==> config.mk <==
export PLATFORM = sky130hd
export DESIGN_NAME = watchdog
export DESIGN_NICKNAME = d
export VERILOG_FILES = /design/src/rtl/watchdog_pkg.sv /design/src/rtl/watchdog_if.sv /design/src/rtl/watchdog_counter.sv /design/src/rtl/watchdog.sv
export SDC_FILE = /design/constraint.sdc
export NUM_CORES = 1
export LEC_CHECK = 0
export CAP_MARGIN = 15
export CORE_AREA = 4 4 41 43
export CTS_CLUSTER_SIZE = 28
export DETAILED_ROUTE_END_ITERATION = 6
export DIE_AREA = 0 0 45 47
export DONT_BUFFER_PORTS = 1
export PLACE_DENSITY_LB_ADDON = 0.08
export SYNTH_ARGS = -nofsm -noshare
export SYNTH_HDL_FRONTEND = slang
export SYNTH_SLANG_ARGS = --single-unit
==> constraint.sdc <==
create_clock -name clk -period 4.9 [get_ports clk]
set_input_delay 1.47 -clock clk [delete_from_list [all_inputs] [get_ports clk]]
set_output_delay 1.47 -clock clk [all_outputs]
set_load 0.01 [all_outputs]
==> src/rtl/watchdog_pkg.sv <==
// Shared constants and elaboration-time helpers for the bus watchdog.
`timescale 1ns/1ps
package watchdog_pkg;

  localparam int unsigned TIMEOUT_DEFAULT = 100;

  // Smallest r with 2**r >= v, never below 1 so a counter keeps at least one bit.
  function automatic int unsigned wd_clog2(input int unsigned v);
    int unsigned r;
    r = 0;
    for (int unsigned i = 0; i < 32; i++) begin
      if ((64'd1 << i) < 64'(v)) r = i + 1;
    end
    if (r == 0) r = 1;
    return r;
  endfunction

endpackage

==> src/rtl/watchdog_if.sv <==
// Link between the saturating counter and the bus-error flag register.
`timescale 1ns/1ps
interface watchdog_if
  import watchdog_pkg::*;
#(
  parameter int unsigned CNT_W = wd_clog2(TIMEOUT_DEFAULT + 1)
);

  logic [CNT_W-1:0] cnt;
  logic             tc_next;

  modport master (output cnt, tc_next);
  modport slave  (input  cnt, tc_next);

endinterface

==> src/rtl/watchdog_counter.sv <==
// Saturating up-counter with asynchronous clear; flags when the next edge lands on TIMEOUT.
`timescale 1ns/1ps
module watchdog_counter
  import watchdog_pkg::*;
#(
  parameter int unsigned TIMEOUT = TIMEOUT_DEFAULT,
  parameter int unsigned CNT_W   = wd_clog2(TIMEOUT + 1)
) (
  input  logic          clk,
  input  logic          clr,
  watchdog_if.master    cnt_if
);

  localparam logic [CNT_W-1:0] TC = CNT_W'(TIMEOUT);

  logic [CNT_W-1:0] cnt_q = '0;
  logic [CNT_W-1:0] cnt_d;

  always_comb begin
    cnt_d = cnt_q;
    if (cnt_q != TC) cnt_d = cnt_q + CNT_W'(1);
  end

  always_ff @(posedge clk or posedge clr) begin
    if (clr) cnt_q <= '0;
    else     cnt_q <= cnt_d;
  end

  // Stays asserted once saturated, since cnt_d then equals TC as well.
  assign cnt_if.cnt     = cnt_q;
  assign cnt_if.tc_next = (cnt_d == TC);

endmodule

==> src/rtl/watchdog.sv <==
// Bus watchdog: berr_n drops, and latches low, on the TIMEOUT-th clk edge after clr releases.
`timescale 1ns/1ps
module watchdog
  import watchdog_pkg::*;
#(
  parameter int unsigned TIMEOUT = TIMEOUT_DEFAULT,
  parameter int unsigned CNT_W   = wd_clog2(TIMEOUT + 1)
) (
  input  logic clk,
  input  logic clr,
  output logic berr_n
);

  watchdog_if #(.CNT_W(CNT_W)) cnt_if ();

  watchdog_counter #(
    .TIMEOUT (TIMEOUT),
    .CNT_W   (CNT_W)
  ) u_counter (
    .clk    (clk),
    .clr    (clr),
    .cnt_if (cnt_if)
  );

  logic berr_n_q = 1'b1;
  logic berr_n_d;

  // Decoded from the counter's next value so the flag falls on the same edge cnt reaches TIMEOUT.
  always_comb begin
    berr_n_d = berr_n_q & ~cnt_if.tc_next;
  end

  always_ff @(posedge clk or posedge clr) begin
    if (clr) berr_n_q <= 1'b1;
    else     berr_n_q <= berr_n_d;
  end

  assign berr_n = berr_n_q;

endmodule

Word-level counts from Yosys, hierarchy flattened. Index checks and enable logic that the tools add are counted.

Output and inout bits: 1. Bits in registers: 8. Input bits: 2. Word-level logic and storage cells: 8.

Bitwise logic cells: 2. Add/sub/neg operators: 1. Equal/unequal tests: 2. Mux-type cells: 1.

Operators by type and width (count): $add A7 B1 Y7 const B (1); $eq A7 B7 Y1 const B (1); $mux W7 (1); $ne A7 B7 Y1 const B (1); $and A1 B1 Y1 (1); $not A1 Y1 (1).

Depth between registers and ports, before layout.
Depth in word-level cells: 5. Gate-level depth with buffers: 6. Depth with buffers taken out: 6.

Hierarchy. A second synthesis with hierarchy kept.

Cell total of the unflattened synthesis: 40. Area, all modules: 416.6 um^2.

By module, submodules not included: watchdog_counter (instances 1, area each 372.9 um^2, cells each 37); watchdog (instances 1, area each 43.8 um^2, cells each 3).

Least setup slack after synthesis. OpenSTA, ideal clock, no wires.

Kind: reg-to-output. Start: register berr_n_q (netlist: berr_n). End: output berr_n. Stages on the path, launching flop included: 1. Data arrival time: 0.529 ns. Slack: 2.901 ns. Data required time: 3.430 ns. Buffers on the path: 0. Cell sequence: dfstp_2.

RTL lines: from (decl) (RTL line watchdog.sv:25) `logic berr_n_q = 1'b1;`; from (signal assigned) (RTL line watchdog.sv:35) `else berr_n_q <= berr_n_d;`; to (decl) (RTL line watchdog.sv:11) `output logic berr_n`.

No word-level cell between the ends.

Final worst setup path.
Start: register berr_n_q (netlist: berr_n). End: output berr_n.

No word-level cell between the ends.

==> impl_metrics.sql <==
INSERT INTO impl_metrics (metric_group, metric, value, unit) VALUES
('run_status', 'outcome', 'finished clean', ''),
('grt', 'grt-ovfl-total', '0', ''),
('yosys', 'post_synth_inst_count', '44', ''),
('power', 'worst_ir_drop_vdd', '0.125', 'mV'),
('clocking', 'cts.sink_count', '8', ''),
('worst_hold_path', 'holdCritPathClass', 'reg -> reg', ''),
('clocking', 'maximum_level_of_the_cts_h_tree', '1', ''),
('sta', 'worst_slew_pin_slew', '0.289', 'ns'),
('critical_path', 'worstPathArrival', '0.81', 'ns'),
('grt', 'grt_pass1_wl', '1390', 'um'),
('layout', 'area.growth.synth_to_final', '8.40', '%'),
('clocking', 'count_of_buffers_added_by_post_cts_timing_repair_for_setup', '0', ''),
('detailed_routing', 'drt_pass1_iterations', '2', ''),
('floorplan', 'ios', '3', ''),
('floorplan', 'floorplan.initialDensity', '34.3', '%'),
('clocking', 'cts-root-to-sink-buffers', '2', ''),
('placement', 'io_buffer_count', '0', ''),
('critical_path', 'cp.required', '3.43', 'ns'),
('critical_path', 'worstPathMaxFanout', '2', ''),
('clocking', 'postCtsHoldBufs', '0', ''),
('critical_path', 'worst_r2r_endpoint', 'berr_n$_DFF_PP1_', ''),
('clocking', 'path_clk_slew', '0.05', 'ns'),
('grt', 'grt_util_all_layers', '9.87', '%'),
('yosys', 'syn_area_per_cell', '10.2', 'um^2'),
('layout', 'layout_cell_share_with_drive_strength_beyond_1', '8.51', '%'),
('yosys', 'syn-num-nets', '48', ''),
('yosys', 'synth_sequential_area_ratio', '45.1', '%'),
('layout', 'layout.nets', '52', ''),
('power', 'switching_power', '25.0', 'uW'),
('detailed_routing', 'wl', '753', 'um'),
('yosys', 'total_number_of_yosys_warnings', '0', ''),
('floorplan', 'die-width', '45', 'um'),
('detailed_routing', 'drc', '0', ''),
('detailed_routing', 'vias', '309', ''),
('floorplan', 'floorplan.die_area', '0.00212', 'mm^2'),
('detailed_routing', 'via_per_inst', '4.98', ''),
('sta', 'report.final.hold_viol_count', '0', ''),
('sta', 'totalNegativeSetupSlack', '0', 'ns'),
('critical_path', 'setup.worst_path.start_class', 'register', ''),
('critical_path', 'worstSetupEndpointType', 'output port', ''),
('sta', 'worst_slew_margin_rel', '80.4', '%'),
('worst_hold_path', 'hold_end', 'berr_n$_DFF_PP1_', ''),
('floorplan', 'core_region_area', '0.00130', 'mm^2'),
('critical_path', 'critical_setup_path_kind', 'reg -> out', ''),
('sta', 'number_of_pins_with_negative_max_slew_slack_in_the_final_report', '0', ''),
('clocking', 'post_cts_resized', '0', ''),
('clocking', 'ctsRootBufferMaster', 'clkbuf_4', ''),
('layout', 'antenna-diode-count', '0', ''),
('detailed_routing', 'iteration_0_drc_markers', '1', ''),
('job', 'maxCapViolCount', '0', ''),
('clocking', 'cts_tree', 'done', ''),
('yosys', 'yosys_register_bits', '8', ''),
('clocking', 'clock_buffers_created_by_tritoncts', '3', ''),
('critical_path', 'r2r_slack', '3.12', 'ns'),
('sta', 'timing.fmax', '0.439', 'GHz'),
('grt', 'via_count_of_the_first_global_routing_pass', '327', ''),
('power', 'power_density', '253', 'mW/mm^2'),
('power', 'p_clk_share', '45.0', '%'),
('floorplan', 'die_h', '47', 'um'),
('yosys', 'synth.cell_area', '447', 'um^2'),
('power', 'p_leak', '0.000224', 'uW'),
('floorplan', 'fp-row-count', '13', ''),
('critical_path', 'timing.rr.start', 'u_counter.cnt_if.cnt[1]$_DFF_PP0_', ''),
('detailed_routing', 'ant_nets', '0', ''),
('power', 'power_frac_comb', '1.0', '%'),
('grt', 'grt_antenna_before_repair', '0', ''),
('worst_hold_path', 'min_path_cells', '1', ''),
('yosys', 'count_of_cell_types_in_the_netlist', '23', ''),
('grt', 'grt_start_max_net_pins', '9', ''),
('sta', 'setup_repair_after_global_routing_missed_its_margin', 'no', ''),
('sta', 'post-route-min-period', '2.28', 'ns'),
('sta', 'post-route-period-util', '46.5', '%'),
('placement', 'gp_congestion', '0.731', ''),
('power', 'swShare', '20.4', '%'),
('sta', 'timing.clock.skew', '0.00581', 'ns'),
('worst_hold_path', 'hold_path_startpoint', 'berr_n$_DFF_PP1_', ''),
('sta', 'setup_viol', '0', ''),
('critical_path', 'worstRegToRegCells', '5', ''),
('power', 'fraction_of_power_consumed_by_sequential_logic', '54.0', '%'),
('sta', 'timing.hold.ws', '0.487', 'ns'),
('detailed_routing', 'drt-wirelength-per-cell', '12.1', 'um'),
('clocking', 'clock_insertion_delay_worst_skew', '0.26', 'ns'),
('layout', 'n_fill_cell', '141', ''),
('power', 'internal_power', '97.4', 'uW');
-- Yosys cell counts --
cell,count,share of area [%]
and4b_1,1,2.2
dfstp_2,1,5.9
nand2_1,3,2.5
nand3_1,4,4.5
o41a_1,1,2.5
o22a_1,1,2.0
and3_1,1,1.4
and2_1,1,1.4
inv_1,5,4.2
dfrtp_1,7,39
nor2_1,2,1.7
buf_4,1,1.7
and2b_1,1,1.7
xnor2_1,2,3.9
nand2b_1,1,1.4
xor2_1,4,7.8
or4b_1,1,2.2
nand4b_1,1,2.0
ha_1,2,5.6
o311ai_1,1,2.0
a21oi_1,1,1.1
a21boi_1,1,1.7
nor2b_1,1,1.4
-- power by group through the flow --
| stage | combinational (uW) | sequential [uW] | clock [uW] |
|---|---|---|---|
| 3_3_place_gp | 1.42 | 67.3 | 0 |
| 2_1_floorplan | 1.02 | 67.3 | 0 |
| 5_1_grt | 1.54 | 66.0 | 63.2 |
| 4_1_cts | 1.40 | 66.1 | 55.9 |
| 6_report | 1.27 | 66.1 | 55.0 |
| 3_5_place_dp | 1.41 | 67.3 | 0 |
-- cell families (layout without fill, tap and decap cells) --
family                     after synthesis  in the layout  share of synthesized area, %
buffers and inverters                    6              9                          5.88
xor gates and xnor gates                 6              6                          11.8
and+or+nand+nor                         17             17                          22.4
DFF                                      8              8                          45.1
AOI/OAI and AO/OA                        5              5                          9.24
adders and majority gates                2              2                          5.60
-- registers in the layout (all words and copies together), names as in the netlist --
signal and flops:
u_counter.cnt_if.cnt 7, berr_n 1
-- area by class of cell --
| type | count | area (um^2) | share of cell area [%] |
|---|---|---|---|
| inverters | 5 | 18.8 | 3.88 |
| clock buffers | 4 | 26.3 | 5.43 |
| well taps | 15 | 18.8 | 3.88 |
| multi-input cells | 30 | 219 | 45.2 |
| flip-flops and latches | 8 | 201 | 41.6 |
-- placed cells by master, fill, tap and decap left out, types with 2 or more instances in the layout --
master / synthesis / layout
dfrtp_1: 7 / 7
xor2_1: 4 / 4
inv_1: 5 / 5
nand3_1: 4 / 4
nor2_1: 2 / 2
clkbuf_4: 0 / 3
nand2_1: 3 / 3
xnor2_1: 2 / 2
ha_1: 2 / 2
-- metal layers --
layer / wire, um / vias up / global-route usage [%]
li1: - / 156 / -
met1: 363 / 143 / 10.5
met2: 331 / 5 / 15.3
met3: 21 / 5 / 2.68
met4: 36 / 0 / 10.5
met5: 0 / - / 0
-- stage by stage --
step | instances | setup WS [ns] | instance area, um^2 | utilization, % | total power (uW)
3_3_place_gp | 58 | 2.89 | 458 | 35.2 | 68.7
3_5_place_dp | 58 | 2.89 | 458 | 35.2 | 68.7
2_1_floorplan | 44 | 2.90 | 447 | - | 68.3
4_1_cts | 62 | 2.61 | 484 | 37.2 | 123
6_report | 62 | 2.62 | 484 | 37.2 | 122
5_1_grt | 62 | 2.59 | 484 | 37.2 | 131
-- worst max path at each step --
stage	startpoint	endpoint	slack, ns	depth (start not counted)
floorplan	berr_n$_DFF_PP1_	berr_n	2.90	0
global placement	berr_n$_DFF_PP1_	berr_n	2.89	0
detailed placement	berr_n$_DFF_PP1_	berr_n	2.89	0
CTS	berr_n$_DFF_PP1_	berr_n	2.61	0
global route	berr_n$_DFF_PP1_	berr_n	2.59	0
finish	berr_n$_DFF_PP1_	berr_n	2.62	0
No activity file was read; power rests on OpenSTA's default activity.
